--- config.mk ---
export PLATFORM = sky130hd
export DESIGN_NAME = spike_pixel_encoder_flat
export DESIGN_NICKNAME = d
export VERILOG_FILES = /design/src/rtl/spike_pixel_encoder_if.sv /design/src/rtl/spike_pixel_encoder.sv /design/src/flat_wrapper.sv
export SDC_FILE = /design/constraint.sdc
export NUM_CORES = 1
export LEC_CHECK = 0
export ABC_CLOCK_PERIOD_IN_PS = 2300
export CAP_MARGIN = 40
export CORE_MARGIN = 4
export CORE_UTILIZATION = 56
export DETAILED_ROUTE_END_ITERATION = 12
export PLACE_DENSITY = 0.79
export SETUP_SLACK_MARGIN = 0.3
export SLEW_MARGIN = 30
export SYNTH_ARGS = -nofsm -noshare
export SYNTH_HDL_FRONTEND = slang
export SYNTH_SLANG_ARGS = --single-unit
--- constraint.sdc ---
create_clock -name clk -period 2.3 [get_ports clk]
set_input_delay 0.46 -clock clk [delete_from_list [all_inputs] [get_ports clk]]
set_output_delay 0.46 -clock clk [all_outputs]
set_load 0.02 [all_outputs]
--- src/rtl/spike_pixel_encoder_if.sv ---
// rtl/spike_pixel_encoder_if.sv - start/pixel request and spike/strobe response bundle for spike_pixel_encoder
interface spike_pixel_encoder_if #(
    parameter int NUM_PIX = 25,
    parameter int PIX_W   = 8
);
    logic                     start;
    logic [NUM_PIX*PIX_W-1:0] pixel_in;
    logic [NUM_PIX-1:0]       total_pixel;
    logic                     pulse;
    logic                     busy;
    logic                     done;

    modport master (
        output start, pixel_in,
        input  total_pixel, pulse, busy, done
    );

    modport slave (
        input  start, pixel_in,
        output total_pixel, pulse, busy, done
    );
endinterface

--- src/rtl/spike_pixel_encoder.sv ---
// rtl/spike_pixel_encoder.sv - rate-codes latched pixel intensities into per-timestep spike vectors
// ENC_STOCHASTIC_EN selects LFSR comparison encoding instead of the accumulator-carry encoding.
module spike_pixel_encoder #(
    parameter int NUM_PIX   = 25,
    parameter int PIX_W     = 8,
    parameter int NUM_STEPS = 16,
    parameter int STEP_CLKS = 4
) (
    input  logic                  clk,
    input  logic                  reset,
    spike_pixel_encoder_if.slave  bus
);
    localparam int CW = (STEP_CLKS > 1) ? $clog2(STEP_CLKS) : 1;
    localparam int SW = $clog2(NUM_STEPS + 1);
    localparam int VW = NUM_PIX * PIX_W;
    localparam logic [CW-1:0] CNT_MAX   = CW'(STEP_CLKS - 1);
    localparam logic [SW-1:0] STEP_LAST = SW'(NUM_STEPS);

    typedef enum logic [1:0] {S_IDLE, S_RUN, S_DONE} state_t;

    state_t         state_q, state_d;
    logic [CW-1:0]  clk_cnt_q, clk_cnt_d;
    logic [SW-1:0]  step_cnt_q, step_cnt_d;
    logic [VW-1:0]  pix_q, pix_d;
    logic [NUM_PIX-1:0] total_pixel_q, total_pixel_d;
    logic [NUM_PIX-1:0] spike_w;
    logic           pulse_q, pulse_d;

`ifdef ENC_STOCHASTIC_EN
    localparam logic [15:0] LFSR_SEED = 16'hACE1;
    logic [15:0] lfsr_q, lfsr_d, lfsr_next;

    assign lfsr_next = {lfsr_q[0] ^ lfsr_q[2] ^ lfsr_q[3] ^ lfsr_q[5], lfsr_q[15:1]};

    // Each lane compares against its own rotation of the shared LFSR word.
    for (genvar i = 0; i < NUM_PIX; i++) begin : g_lane
        localparam int R = i % 16;
        logic [15:0] rot;
        if (R == 0) begin : g_norot
            assign rot = lfsr_q;
        end else begin : g_rot
            assign rot = {lfsr_q[15-R:0], lfsr_q[15:16-R]};
        end
        assign spike_w[i] = pix_q[i*PIX_W +: PIX_W] > rot[PIX_W-1:0];
    end
`else
    logic [VW-1:0] acc_q, acc_d, acc_next;

    // The carry out of each lane's wrapping accumulator is that lane's spike.
    for (genvar i = 0; i < NUM_PIX; i++) begin : g_lane
        logic [PIX_W:0] sum;
        assign sum = {1'b0, acc_q[i*PIX_W +: PIX_W]} + {1'b0, pix_q[i*PIX_W +: PIX_W]};
        assign acc_next[i*PIX_W +: PIX_W] = sum[PIX_W-1:0];
        assign spike_w[i] = sum[PIX_W];
    end
`endif

    always_comb begin
        state_d       = state_q;
        clk_cnt_d     = clk_cnt_q;
        step_cnt_d    = step_cnt_q;
        pix_d         = pix_q;
        total_pixel_d = total_pixel_q;
        pulse_d       = 1'b0;
`ifdef ENC_STOCHASTIC_EN
        lfsr_d        = lfsr_q;
`else
        acc_d         = acc_q;
`endif
        case (state_q)
            S_IDLE: begin
                if (bus.start) begin
                    pix_d      = bus.pixel_in;
                    clk_cnt_d  = '0;
                    step_cnt_d = '0;
                    state_d    = S_RUN;
`ifdef ENC_STOCHASTIC_EN
                    lfsr_d     = LFSR_SEED;
`else
                    acc_d      = '0;
`endif
                end
            end
            S_RUN: begin
                if (step_cnt_q == STEP_LAST) begin
                    state_d       = S_DONE;
                    total_pixel_d = '0;
                    clk_cnt_d     = '0;
                end else begin
                    clk_cnt_d = (clk_cnt_q == CNT_MAX) ? '0 : clk_cnt_q + CW'(1);
                    if (clk_cnt_q == CNT_MAX) begin
                        total_pixel_d = spike_w;
                        pulse_d       = 1'b1;
                        step_cnt_d    = step_cnt_q + SW'(1);
`ifdef ENC_STOCHASTIC_EN
                        lfsr_d        = lfsr_next;
`else
                        acc_d         = acc_next;
`endif
                    end
                end
            end
            S_DONE: begin
                state_d = S_IDLE;
            end
            default: begin
                state_d = S_IDLE;
            end
        endcase
    end

    always_ff @(posedge clk) begin
        if (reset) begin
            state_q       <= S_IDLE;
            clk_cnt_q     <= '0;
            step_cnt_q    <= '0;
            pix_q         <= '0;
            total_pixel_q <= '0;
            pulse_q       <= 1'b0;
`ifdef ENC_STOCHASTIC_EN
            lfsr_q        <= LFSR_SEED;
`else
            acc_q         <= '0;
`endif
        end else begin
            state_q       <= state_d;
            clk_cnt_q     <= clk_cnt_d;
            step_cnt_q    <= step_cnt_d;
            pix_q         <= pix_d;
            total_pixel_q <= total_pixel_d;
            pulse_q       <= pulse_d;
`ifdef ENC_STOCHASTIC_EN
            lfsr_q        <= lfsr_d;
`else
            acc_q         <= acc_d;
`endif
        end
    end

    assign bus.total_pixel = total_pixel_q;
    assign bus.pulse       = pulse_q;
    assign bus.busy        = (state_q == S_RUN);
    assign bus.done        = (state_q == S_DONE);
endmodule

--- src/flat_wrapper.sv ---
// flat-port wrapper written by rule: the top's interface ports become plain ports
module spike_pixel_encoder_flat 
#(
    parameter int NUM_PIX   = 25,
    parameter int PIX_W     = 8,
    parameter int NUM_STEPS = 16,
    parameter int STEP_CLKS = 4
)
  (clk, reset, bus_start, bus_pixel_in, bus_total_pixel, bus_pulse, bus_busy, bus_done);
  spike_pixel_encoder_if #(.NUM_PIX(NUM_PIX), .PIX_W(PIX_W)) bus_i ();
  input  logic clk;
  input  logic reset;
  input wire logic [$bits(bus_i.start)-1:0] bus_start;
  input wire logic [$bits(bus_i.pixel_in)-1:0] bus_pixel_in;
  output wire logic [$bits(bus_i.total_pixel)-1:0] bus_total_pixel;
  output wire logic [$bits(bus_i.pulse)-1:0] bus_pulse;
  output wire logic [$bits(bus_i.busy)-1:0] bus_busy;
  output wire logic [$bits(bus_i.done)-1:0] bus_done;
  assign bus_i.start = bus_start;
  assign bus_i.pixel_in = bus_pixel_in;
  assign bus_total_pixel = bus_i.total_pixel;
  assign bus_pulse = bus_i.pulse;
  assign bus_busy = bus_i.busy;
  assign bus_done = bus_i.done;
  spike_pixel_encoder #(.NUM_PIX(NUM_PIX), .PIX_W(PIX_W), .NUM_STEPS(NUM_STEPS), .STEP_CLKS(STEP_CLKS)) u_core (.clk(clk), .reset(reset), .bus(bus_i));
endmodule
== Word level (Yosys, flattened, before mapping) ==
Index checks and enable logic that the tools add are counted.

* Register bits after elaboration: 435
* Bits of input ports: 203
* Output and inout port bits: 28
* Logic and storage cells: 70

* Add/sub/neg operators: 27
* Equal/unequal tests: 8
* Multiplexer cells: 18
* Bitwise logic cells: 1
* Reductions and logical operators: 9

{| class="wikitable"
|+ Operators by type and width
! kind !! count
|-
| $mux 200 || 3
|-
| $pmux 200 s2 || 1
|-
| $add 8x8->9 || 25
|-
| $mux 25 || 2
|-
| $mux 5 || 3
|-
| $mux 2 || 5
|-
| $pmux 5 s2 || 1
|-
| $pmux 2 s2 || 2
|-
| $reduce_and 2->1 || 4
|-
| $add 5x1->5 const B || 1
|-
| $eq 5x5->1 const B || 1
|-
| $eq 2x2->1 const B || 2
|-
| $ne 2x1->1 const B || 2
|-
| $ne 2x2->1 const B || 2
|-
| $reduce_and 4->1 || 1
|-
| $reduce_bool 2->1 || 2
|-
| $reduce_or 3->1 || 1
|-
| $add 2x1->2 const B || 1
|-
| $eq 2x1->1 const B || 1
|-
| $logic_not 2->1 || 1
|-
| $mux 1 || 1
|-
| $not 1->1 || 1
|}

== Depth between registers and ports, before layout ==
* Depth after elaboration: 4
* Mapped depth: 11
* Mapped depth without buffers: 8

== Worst setup path after synthesis ==
OpenSTA, ideal clock, no wires.

* Kind: reg-to-reg
* Start: reg u_core.step_cnt_q[0]
* End: reg u_core.acc_q[168]
* Library setup time: 0.059 ns
* Arrival: 1.754 ns
* Required time: 2.241 ns
* Setup slack: 0.488 ns
* Stages on the path, launching flop included: 11
* Buffers on the path: 3
* Clock period less this slack: 1.812 ns
* Cells stage by stage: dfxtp_1 inv_1 ha_1 nand4bb_2 nand3_1 or2_1 buf_4 inv_2 buf_4 buf_2 a22o_1

* Cells in the longest elaborated chain, start to end: 3

{| class="wikitable"
|+ RTL lines
! item !! line !! source
|-
| from (decl) || spike_pixel_encoder.sv:23 || <nowiki>logic [SW-1:0] step_cnt_q, step_cnt_d;</nowiki>
|-
| from (signal assigned) || spike_pixel_encoder.sv:128 || <nowiki>step_cnt_q <= step_cnt_d;</nowiki>
|-
| $eq 5x5->1 || spike_pixel_encoder.sv:85 || <nowiki>if (step_cnt_q == STEP_LAST) begin</nowiki>
|-
| $ne 2x2->1 (no line) || - ||
|-
| $reduce_and 4->1 (no line) || - ||
|-
| to (signal assigned) || spike_pixel_encoder.sv:123 || <nowiki>acc_q <= '0;</nowiki>
|-
| to (signal assigned) || spike_pixel_encoder.sv:135 || <nowiki>acc_q <= acc_d;</nowiki>
|-
| to (decl) || spike_pixel_encoder.sv:47 || <nowiki>logic [VW-1:0] acc_q, acc_d, acc_next;</nowiki>
|}

Every way passes these cells.
A chain may end at the register's enable or synchronous reset.

== Worst setup path after layout ==
* Start: reg u_core.state_q[1]
* End: out bus_busy

* Cells in the longest elaborated chain, start to end: 1

{| class="wikitable"
|+ RTL lines
! item !! line !! source
|-
| from (decl) || spike_pixel_encoder.sv:21 || <nowiki>state_t state_q, state_d;</nowiki>
|-
| from (signal assigned) || spike_pixel_encoder.sv:126 || <nowiki>state_q <= state_d;</nowiki>
|-
| $eq 2x1->1 || spike_pixel_encoder.sv:142 || <nowiki>assign bus.busy = (state_q == S_RUN);</nowiki>
|-
| to (decl) || flat_wrapper.sv:17 || <nowiki>output wire logic [$bits(bus_i.busy)-1:0] bus_busy;</nowiki>
|}

Every way passes these cells.

==> impl_results.md <==
- Status: finished, final reports clean
- Capture endpoint of the worst hold path: u_core.acc_q[155]$_SDFFE_PP0P_
- Worst Tran Pin Value: ~0.65 ns
- Core area: ~39000 um^2
- Clk Tree Root Cell: clkbuf_16
- Required time of the critical path: about 1.8 ns
- DRC violations left: 0
- Ys async rst share: 0%
- Synth Area in Adders: around 14%
- Sort of element at the start of the critical path: register
- RSZ-0062 raised after global routing: true
- Worst path buffer plus inverter count: 2
- Area of all placed cells without fillers: ~27000 um^2
- Nets: ~3.2k
- Maximum buffer depth of the clock tree: 3
- Portion of total power attributed to sequential cells: 46.6%
- Grt ovf: 0
- Post-Place Cell Area: roughly 25000 um^2
- Routed WL: 56890 um
- Cell row count: slightly above 70
- VDD IR-drop max: about 0.58 mV
- Area taken by flip-flops and latches: about 8700 um^2
- Clock slew at reported path FFs: approximately 0.06 ns
- CP delay by family, top: flip-flops
- DP Wirelength: roughly 38000 um
- Hold crit path type: in -> reg
- Height of the chip: 206.7 um
- Leak pwr: between 10 and 15 nW
- Post-CTS Hold Fix Bufs: 0
- Synth Net Count: 3042
- Share of synthesized area spent on multiplexers: 0%
- Endpoint of the most critical register-to-register path: u_core.bus.total_pixel[3]$_SDFFE_PP0P_
- Top library cells by usage in the layout, fill and taps aside: 554 x nand2_1, 431 x dfxtp_1, 339 x a21oi_1
- Final period utilization: about 87%
- Combinational family with the most area after synthesis: compound AO/OA/AOI/OAI gates
- Count of H-tree levels built during CTS: 2
- Class of the most critical setup path: reg -> out
- Pin count of the biggest net entering global routing: 150
- Time the final worst path needs with I/O delays and setup: between 2 and 2.5 ns
- Routed via count: about 20k
- Endpoint kind of the worst setup timing path: primary output
- Cell types occupying the most area after synthesis: dfxtp_1 39%, ha_1 11%, nand2_1 9.4%, a21oi_1 8.1%, o21ai_0 3.3%
- WP data arrival: approximately 1.5 ns
- Total I/O pin count: between 200 and 250
- Top_reg_cell synth: dfxtp_1
- Synth-to-layout area growth: 21.04%
- Int Pwr: roughly 13 mW
- Synth Warn #: 0
- Hold path cells: 2
- Routability cong.: ~0.87
- Source of the worst hold timing path: reset
- Largest clock skew in the final design: 0.01478 ns
- Diode insertion count for antenna repair: 0
- Cell count after synthesis: 2611
- Compound-cell area share of the yosys netlist: between 20% and 30%
- Layout cells sized above 1: between 5 and 6%
- Min setup slack post-route: 0.2954 ns
- Number of pins exceeding their max-slew limit in the final report: 0
- Total negative setup slack: 0 ns
- Post-synth cell types: 40
- Final number of setup-violating endpoints: 0
- Proportion of netlist area held by the largest area contributor: between 30% and 40%
- Fill cell count: approximately 3.0k
- Global-route wire length before repair: ~90000 um
- Post-synthesis average cell area: ~8.5 um^2
- R2r worst-path depth: 8
- Area of the mapped netlist: about 22000 um^2
- Antenna violations before repair: 0
- Critical path fanouts, max: 7
- First DRT Iteration DRCs: 1285
- Proportion of synthesized chip area in sequential cells: around two fifths
- Startpoint of the lowest-slack register-to-register path: u_core.acc_q[24]$_SDFFE_PP0P_
- Vias per inst: around 6
- TritonCTS Buffers: 45
- Vias in the first global route: around 19k
- Number of buffers added on ports: 230
- Die span in x: slightly above 200 um
- Post-Route Utilization: between 60% and 70%
- Clock latency of the later-clocked register in the worst-skew pair: between 0.5 and 0.6 ns
- Switching pwr: 4.131 mW
- Library cell with the largest summed area after synthesis: dfxtp_1
- Worst slew margin: a little under three fifths
- All-Layer GR Usage: about a quarter
- Simple-Gate Fraction of Synth Area: 15.73%
- Number of enable flip-flop cells after synthesis: 0
- TritonCTS clock tree: built
- Area share of xor/xnor cells in the synthesized design: 4.158%
- Num Clock Sinks: around 440
- Total of max-cap violations: 0
- Starting density of the core: 56.96%
- Slowest cell on the critical path: dfxtp_1
- P per Cell Area: about 640 nW/um^2
- Stage delay of the slowest cell on the critical path: approximately 0.46 ns
- Iteration count of the initial detailed-routing pass: 5
- Cell Chain, Critical Path: nand2b_4 > inv_2 > clkbuf_4
- Max Freq: roughly 0.50 GHz
- Part of the power in the clock network: a little over two fifths
- Switching power share of the total: between 20% and 30%
- Overall die area: about 43000 um^2
- Setup slack on the worst flop-to-flop path: approximately 0.38 ns
- Area taken by multi-input logic gates: roughly 13000 um^2
- Total power after layout: 17.09 mW
- Most common cell after layout, fill and taps aside: nand2_1
- Combinational fraction of design power: about a tenth
- Final Hold Violating Endpoints: 0
- Setup slack after placement: -0.07109 ns
- Number of flip-flops and latches in the synthesized netlist: 435
- Wirelength per Cell: about 17 um
- Final antenna-violating net count: 0
worst register-to-register path: cells and delay by family (launching register included):
kind | cells | cell delay, ns
flip-flops | 1 | 0.34
AO/OA/AOI/OAI | 3 | 0.51
buffers and inverters | 1 | 0.07
adder cells (fa/ha/maj) | 2 | 0.66
AND/OR/NAND/NOR | 2 | 0.27
power groups by stage:
stage	Sequential (mW)	Combinational, mW	Clock (mW)
after CTS	7.95	1.76	7.45
after detailed placement	8.12	1.75	0
after global placement	8.11	1.69	0
final	7.96	1.78	7.35
after global routing	7.98	1.97	7.76
after floorplan	8.03	1.03	0
cell type report:
type / count / area share (%)
Sequential cell: 435 / 32.55
Clock inverter: 14 / 0.6870
Inverter: 76 / 1.084
Timing Repair Buffer: 276 / 10.89
Multi-Input combinational cell: 1964 / 47.52
Clock buffer: 62 / 4.856
Tap cell: 518 / 2.421
metal layers:
layer	up-vias	global-route usage (%)	share of wire, %	wire [um]
met5	-	0	0	0
met4	0	8.168	3.2	1813
met3	127	3.249	6.1	3484
met2	569	42.51	47	26550
met1	9277	33.43	44	25040
li1	9607	-	-	-
cells by family (layout without fill, tap and decap cells):
| kind of cell | after synthesis | count (layout) |
|---|---|---|
| buffers and inverters | 212 | 428 |
| and+or+nand+nor | 799 | 799 |
| xor gates and xnor gates | 105 | 105 |
| DFF | 435 | 435 |
| AOI/OAI and AO/OA | 832 | 832 |
| adders and majority gates | 228 | 228 |
worst max path at each step:
stage	start	endpoint	slack, ns	cells past startpoint
global placement	bus_start	u_core.acc_q[109]$_SDFFE_PP0P_	0.04	8
CTS	u_core.state_q[0]$_SDFFE_PP0P_	bus_busy	0.12	3
floorplan	u_core.step_cnt_q[0]$_SDFFE_PP0P_	u_core.acc_q[168]$_SDFFE_PP0P_	0.49	10
finish	u_core.state_q[1]$_SDFFE_PP0P_	bus_busy	0.30	3
detailed placement	bus_start	u_core.step_cnt_q[3]$_SDFFE_PP0P_	-0.07	8
global route	u_core.state_q[1]$_SDFFE_PP0P_	bus_busy	0.27	3
flip-flops by register name (all words and copies together), names as in the netlist:
| register | count |
|---|---|
| u_core.pix_q | 200 |
| u_core.clk_cnt_q | 2 |
| u_core.bus.total_pixel | 25 |
| u_core.acc_q | 200 |
| u_core.step_cnt_q | 5 |
| u_core.state_q | 2 |
| u_core.bus.pulse | 1 |
synth_stat cells, types with 8 or more instances:
| master | instances |
|---|---|
| a2111oi_0 | 24 |
| a211o_1 | 24 |
| a211oi_1 | 25 |
| a21o_1 | 50 |
| a21oi_1 | 356 |
| a22o_1 | 51 |
| buf_1 | 12 |
| buf_2 | 22 |
| buf_4 | 8 |
| clkbuf_1 | 94 |
| dfxtp_1 | 435 |
| fa_1 | 25 |
| ha_1 | 203 |
| inv_1 | 75 |
| nand2_1 | 555 |
| nand2b_1 | 74 |
| nand3_1 | 30 |
| nand3b_1 | 25 |
| nand4_1 | 26 |
| nor2_1 | 30 |
| nor3_1 | 53 |
| o211ai_1 | 50 |
| o21a_1 | 24 |
| o21ai_0 | 146 |
| o21bai_1 | 25 |
| o31ai_1 | 48 |
| xnor2_1 | 51 |
| xor2_1 | 54 |
metrics by stage:
stage	hold WS, ns	std cells
floorplan	0.4311	2611
global placement	0.4391	3263
detailed placement	0.4496	3263
CTS	0.2559	3339
global route	0.2730	3345
finish	0.2771	3345
timing repair:
action | in CTS | in global routing
endpoints found under the setup margin | 23 | 168
pin swaps | 0 | 6
endpoints found under the hold margin | 0 | 0
buffers inserted | 0 | 2
cloned | 0 | 4
gates resized for setup | 18 | 58
Power figures use the tool's default switching activity.
